[src/rtl/cell_pos_reader.sv]
// Streams N position words from cell memory into a small credit-controlled output FIFO.
// Optional stall counter is built only when CELL_READER_STALL_CNT_EN is defined.
module cell_pos_reader #(
  parameter int DATA_WIDTH = 96,
  parameter int ADDR_WIDTH = 8,
  parameter int RD_LATENCY = 1,
  parameter int FIFO_DEPTH = 4
) (
  input  logic                  clock,
  input  logic                  rst_n,
  input  logic                  start,
  input  logic [ADDR_WIDTH:0]   particle_num,
  output logic [ADDR_WIDTH-1:0] mem_address,
  output logic                  mem_rden,
  output logic                  mem_wren,
  input  logic [DATA_WIDTH-1:0] mem_q,
  output logic [DATA_WIDTH-1:0] out_data,
  output logic [ADDR_WIDTH-1:0] out_pid,
  output logic                  out_valid,
  input  logic                  out_ready,
  output logic                  out_last,
  output logic                  busy,
  output logic                  done,
  output logic [15:0]           stall_cnt
);

  localparam int PTR_W = (FIFO_DEPTH > 1) ? $clog2(FIFO_DEPTH) : 1;
  localparam int CNT_W = $clog2(FIFO_DEPTH + RD_LATENCY + 1);

  typedef enum logic [1:0] {IDLE, READ, DRAIN, DONE} state_t;

  state_t                state_reg, state_next;
  logic [ADDR_WIDTH:0]   n_reg, n_next;
  logic [ADDR_WIDTH:0]   issue_reg, issue_next;

  logic                  infl_vld_reg [RD_LATENCY];
  logic [ADDR_WIDTH-1:0] infl_pid_reg [RD_LATENCY];
  logic [CNT_W-1:0]      inflight_cnt;

  logic [DATA_WIDTH-1:0] fifo_data_mem [FIFO_DEPTH];
  logic [ADDR_WIDTH-1:0] fifo_pid_mem  [FIFO_DEPTH];
  logic [PTR_W-1:0]      wr_ptr_reg, rd_ptr_reg;
  logic [CNT_W-1:0]      fifo_count_reg;

  logic                  credit_ok, issue, push, pop;
  logic [ADDR_WIDTH-1:0] head_pid;

  // Credit counts both queued and in-flight words so a push can never find the FIFO full.
  always_comb begin
    inflight_cnt = '0;
    for (int i = 0; i < RD_LATENCY; i++) begin
      inflight_cnt = inflight_cnt + CNT_W'(infl_vld_reg[i]);
    end
  end

  assign credit_ok = (fifo_count_reg + inflight_cnt) < CNT_W'(FIFO_DEPTH);
  assign issue     = (state_reg == READ) && credit_ok;
  assign push      = infl_vld_reg[RD_LATENCY-1];
  assign out_valid = (fifo_count_reg != '0);
  assign pop       = out_valid && out_ready;
  assign head_pid  = fifo_pid_mem[rd_ptr_reg];

  assign out_data    = out_valid ? fifo_data_mem[rd_ptr_reg] : '0;
  assign out_pid     = out_valid ? head_pid : '0;
  assign out_last    = out_valid && ({1'b0, head_pid} == (n_reg - 1'b1));
  assign mem_rden    = issue;
  assign mem_address = issue ? issue_reg[ADDR_WIDTH-1:0] : '0;
  assign mem_wren    = 1'b0;
  assign busy        = (state_reg != IDLE);
  assign done        = (state_reg == DONE);

  always_comb begin
    state_next = state_reg;
    n_next     = n_reg;
    issue_next = issue_reg;
    case (state_reg)
      IDLE: begin
        if (start) begin
          n_next     = particle_num;
          issue_next = '0;
          state_next = (particle_num == '0) ? DONE : READ;
        end
      end
      READ: begin
        if (issue) begin
          issue_next = issue_reg + 1'b1;
          if (issue_reg == (n_reg - 1'b1)) state_next = DRAIN;
        end
      end
      DRAIN: begin
        if (pop && out_last) state_next = DONE;
      end
      DONE:    state_next = IDLE;
      default: state_next = IDLE;
    endcase
  end

  always_ff @(posedge clock or negedge rst_n) begin
    if (!rst_n) begin
      state_reg <= IDLE;
      n_reg     <= '0;
      issue_reg <= '0;
    end else begin
      state_reg <= state_next;
      n_reg     <= n_next;
      issue_reg <= issue_next;
    end
  end

  // Stage RD_LATENCY-1 lines up with mem_q for the read issued RD_LATENCY cycles earlier.
  always_ff @(posedge clock or negedge rst_n) begin
    if (!rst_n) begin
      for (int i = 0; i < RD_LATENCY; i++) begin
        infl_vld_reg[i] <= 1'b0;
        infl_pid_reg[i] <= '0;
      end
    end else begin
      infl_vld_reg[0] <= issue;
      infl_pid_reg[0] <= issue_reg[ADDR_WIDTH-1:0];
      for (int i = 1; i < RD_LATENCY; i++) begin
        infl_vld_reg[i] <= infl_vld_reg[i-1];
        infl_pid_reg[i] <= infl_pid_reg[i-1];
      end
    end
  end

  always_ff @(posedge clock) begin
    if (push) begin
      fifo_data_mem[wr_ptr_reg] <= mem_q;
      fifo_pid_mem[wr_ptr_reg]  <= infl_pid_reg[RD_LATENCY-1];
    end
  end

  always_ff @(posedge clock or negedge rst_n) begin
    if (!rst_n) begin
      wr_ptr_reg     <= '0;
      rd_ptr_reg     <= '0;
      fifo_count_reg <= '0;
    end else begin
      if (push) wr_ptr_reg <= (wr_ptr_reg == PTR_W'(FIFO_DEPTH - 1)) ? '0 : wr_ptr_reg + 1'b1;
      if (pop)  rd_ptr_reg <= (rd_ptr_reg == PTR_W'(FIFO_DEPTH - 1)) ? '0 : rd_ptr_reg + 1'b1;
      case ({push, pop})
        2'b10:   fifo_count_reg <= fifo_count_reg + 1'b1;
        2'b01:   fifo_count_reg <= fifo_count_reg - 1'b1;
        default: fifo_count_reg <= fifo_count_reg;
      endcase
    end
  end

`ifdef CELL_READER_STALL_CNT_EN
  logic [15:0] stall_cnt_reg;

  always_ff @(posedge clock or negedge rst_n) begin
    if (!rst_n) begin
      stall_cnt_reg <= '0;
    end else if ((state_reg == IDLE) && start) begin
      stall_cnt_reg <= '0;
    end else if (out_valid && !out_ready && (stall_cnt_reg != 16'hFFFF)) begin
      stall_cnt_reg <= stall_cnt_reg + 1'b1;
    end
  end

  assign stall_cnt = stall_cnt_reg;
`else
  assign stall_cnt = 16'd0;
`endif

endmodule

[config.mk]
export PLATFORM = sky130hd
export DESIGN_NAME = cell_pos_reader
export DESIGN_NICKNAME = d
export VERILOG_FILES = /design/src/rtl/cell_pos_reader.sv
export SDC_FILE = /design/constraint.sdc
export NUM_CORES = 1
export LEC_CHECK = 0
export CAP_MARGIN = 20
export CORE_UTILIZATION = 50
export DETAILED_ROUTE_END_ITERATION = 7
export PLACE_DENSITY = 0.75
export SYNTH_ARGS = -nofsm -noshare
export SYNTH_HDL_FRONTEND = slang
export SYNTH_SLANG_ARGS = --single-unit
[constraint.sdc]
create_clock -name clock -period 9.1 [get_ports clock]
set_input_delay 1.82 -clock clock [delete_from_list [all_inputs] [get_ports clock]]
set_output_delay 1.82 -clock clock [all_outputs]
set_load 0.01 [all_outputs]
==> run_results.csv <==
group,metric,value,unit
yosys,yosysWarnings,0,
routing,detail_route.vias_per_cell,5.520,
finish,area_delta_synth_final,22.58,%
finish,final_cell_count_no_fill,1644,
worst_setup_path,crit_path_cell_trace,"buf_4 > mux4_1 > xnor3_1 > nor2_1 > and4_1 > clkdlybuf4s50_1",
status,status,"finished, final reports clean",
yosys,yosys.cell_count.top_type,"edfxtp_1",
clock_network,clock_sinks,452,
sta,fin_crit,5.836,ns
yosys,synthCells,913,
worst_setup_path,path_max_fanout,50,
finish,final_nets,1273,
yosys,avgSynthCellArea,19.82,um2
sta,worst_pin_slew,1.025,ns
floorplanning,die_area,0.03696,mm2
floorplanning,io_pins,243,
clock_network,cts_buffers,45,
clock_network,cts-resized-gates,0,
routing,drc,0,
worst_setup_path,end_kind,"primary output",
worst_setup_path,cp.required,7.28,ns
worst_setup_path,reg2reg_setup_slack,5.66,ns
worst_setup_path,worstSetupStartpoint,"rd_ptr_reg[0]$_DFFE_PN0P_",
worst_setup_path,crit_arrival,4.02,ns
clock_network,h-tree-depth,2,
floorplanning,die_w,192.3,um
sta,clock-skew-final,0.02171,ns
floorplanning,row_count,69,
grt,grt.overflow.total,0,
grt,antenna_found_initial,4,
finish,drive_gt1_share,16.85,%
place,dp_cells,1564,
sta,post-route-period-util,64.13,%
yosys,synth_edf_count,416,
yosys,yosys-top-cells-area,"edfxtp_1, mux4_2, dfrtp_1",
finish,largest_reg_flops,384,
worst_setup_path,r2r-end,"state_reg[1]$_DFFE_PN0P_",
clock_network,cts.hold.buffers_added,0,
finish,largestRegisters,"fifo_data_mem (384), fifo_pid_mem (32)",
grt,grt_pass1_vias,9431,
power,ir_drop,0.0001984,V
sta,rsz0062_at_grt,"no",
yosys,synth_ff_type,"edfxtp_1",
yosys,synthDistinctLibCells,57,
sta,layout_setup_ws,3.264,ns
power,power_leakage,7.297,nW
floorplanning,initial_core_util,50.89,%
sta,setup_tns,0,ns
yosys,synthesis.area,0.01810,mm2
sta,fmax,171.4,MHz
worst_setup_path,reg2reg_depth,7,
yosys,synthArstFlopShare,7.965,%
clock_network,cts_tree,"yes",
clock_network,cts_buffer_depth,3,
grt,grtUsageTotal,19.28,%
worst_setup_path,cp-start-kind,"flip-flop",
grt,grt_pass1_wl,53210,um
yosys,yosysTopAreaCellShare,69.02,%
yosys,ys_seq_elements,452,
worst_setup_path,timing.rr.start,"rd_ptr_reg[0]$_DFFE_PN0P_",
yosys,synth_top_cell_by_area,"edfxtp_1",
routing,routedWlPerCell,21.46,um
min_path,hp-class,"reg2reg",
place,port_buffers,225,
sta,hold_ws,0.4778,ns
place,gp_congestion,0.8179,
yosys,synth-seq-area-share,73.99,%
floorplanning,die_h,192.3,um
job,maxCapViolCount,0,
yosys,synth.top_cells.by_count,"edfxtp_1, and2_1, mux4_2, dfrtp_1, clkbuf_1",
routing,drt_iter0_markers,403,
worst_setup_path,slowest_stage,"buf_4",
place,dp_hpwl,20700,um
sta,timing.slew.headroom,31.69,%
routing,num_vias,9075,
grt,grt_max_degree,73,
routing,routed_wl,35290,um
routing,first_pass_iters,5,
sta,setup_viol,0,
sta,slew_viol_final,0,
worst_setup_path,timing_worst_setup_path_type,"reg2out",
place,place_ws,3.746,ns
worst_setup_path,crit_path_max_incr_delay,0.83,ns
clock_network,clk_pin_slew,0.06,ns
floorplanning,core_region_area,0.03557,mm2
routing,ant_nets,0,
clock_network,cts_root_buffer,"clkbuf_16",
power,pwr_density_cell,266.2,mW/mm2
clock_network,postCtsSetupBuffers,0,
worst_setup_path,endpoint,"out_last",
power,power.total,5.907,mW
finish,regMostFlops,"fifo_data_mem",
clock_network,insertion_delay,0.54,ns
sta,hold_viol,0,
-- layer usage --
layer  routed length [um]  track usage, %  vias to the layer above
li1                     -               -                     4054
met1                15100           25.96                     4681
met2                17060           31.54                      278
met3                 2362           4.564                       58
met4                  741           5.451                        4
met5                   22               0                        -
-- area by class of cell --
type	instances	area [um2]
diodes	2	5.005
clock buffers	58	1195
clock inverters	20	222.7
fillers	2540	13380
inverters	17	63.81
multi-input cells	400	4404
flip-flops and latches	452	13400
well taps	461	576.8
repair buffers	234	2320
-- stage by stage --
step	utilization (%)	instance area (um2)
after detailed placement	58.38	20760
after global routing	62.37	22190
after global placement	58.38	20760
final	62.38	22190
after CTS	62.36	22180
after floorplan	-	18160
-- power by group --
group	leakage (nW)	total [mW]	internal [mW]	switching (mW)
clock network	0.698	1.78	1.06	0.720
registers	4.12	2.37	2.28	0.0907
logic	2.48	1.75	1.04	0.713
-- worst max-delay path: cells and delay by family, from the launching register on --
| kind | cells | cell delay, ns |
|---|---|---|
| xor+xnor | 1 | 0.38 |
| mux | 1 | 0.72 |
| simple gates | 2 | 0.33 |
| flops | 1 | 0.62 |
| buf+inv | 2 | 1.38 |
-- logic make-up after synthesis --
| logic type | synth area share, % |
|---|---|
| AOI/OAI and AO/OA | 1.708 |
| DFF | 73.99 |
| other | 0.02072 |
| xor gates and xnor gates | 1.452 |
| muxes | 13.71 |
| and+or+nand+nor | 6.014 |
| buffers and inverters | 2.088 |
| adders and majority gates | 1.009 |
-- cell usage in the layout (no fill, tap or decap), drive strengths merged, types with 9 or more instances in the layout --
cell / count
conb: 17
clkdlybuf4s50: 225
nor2: 14
mux4: 104
o21ai: 12
and2: 109
ha: 13
clkbuf: 58
clkinv: 14
xnor2: 18
mux2: 10
edfxtp: 416
dfrtp: 36
inv: 17
and3: 11
buf: 9
nand2: 11
nor3: 11
-- how the worst min path moves through the flow --
stage / end / cells after the start / from
floorplan: infl_pid_reg[5]$_DFF_PN0_ / 0 / issue_reg[5]$_DFFE_PN0P_
finish: infl_pid_reg[2]$_DFF_PN0_ / 0 / issue_reg[2]$_DFFE_PN0P_
global placement: infl_pid_reg[2]$_DFF_PN0_ / 0 / issue_reg[2]$_DFFE_PN0P_
global route: infl_pid_reg[2]$_DFF_PN0_ / 0 / issue_reg[2]$_DFFE_PN0P_
detailed placement: infl_pid_reg[2]$_DFF_PN0_ / 0 / issue_reg[2]$_DFFE_PN0P_
CTS: infl_pid_reg[2]$_DFF_PN0_ / 0 / issue_reg[2]$_DFFE_PN0P_
Power figures use the tool's default switching activity.
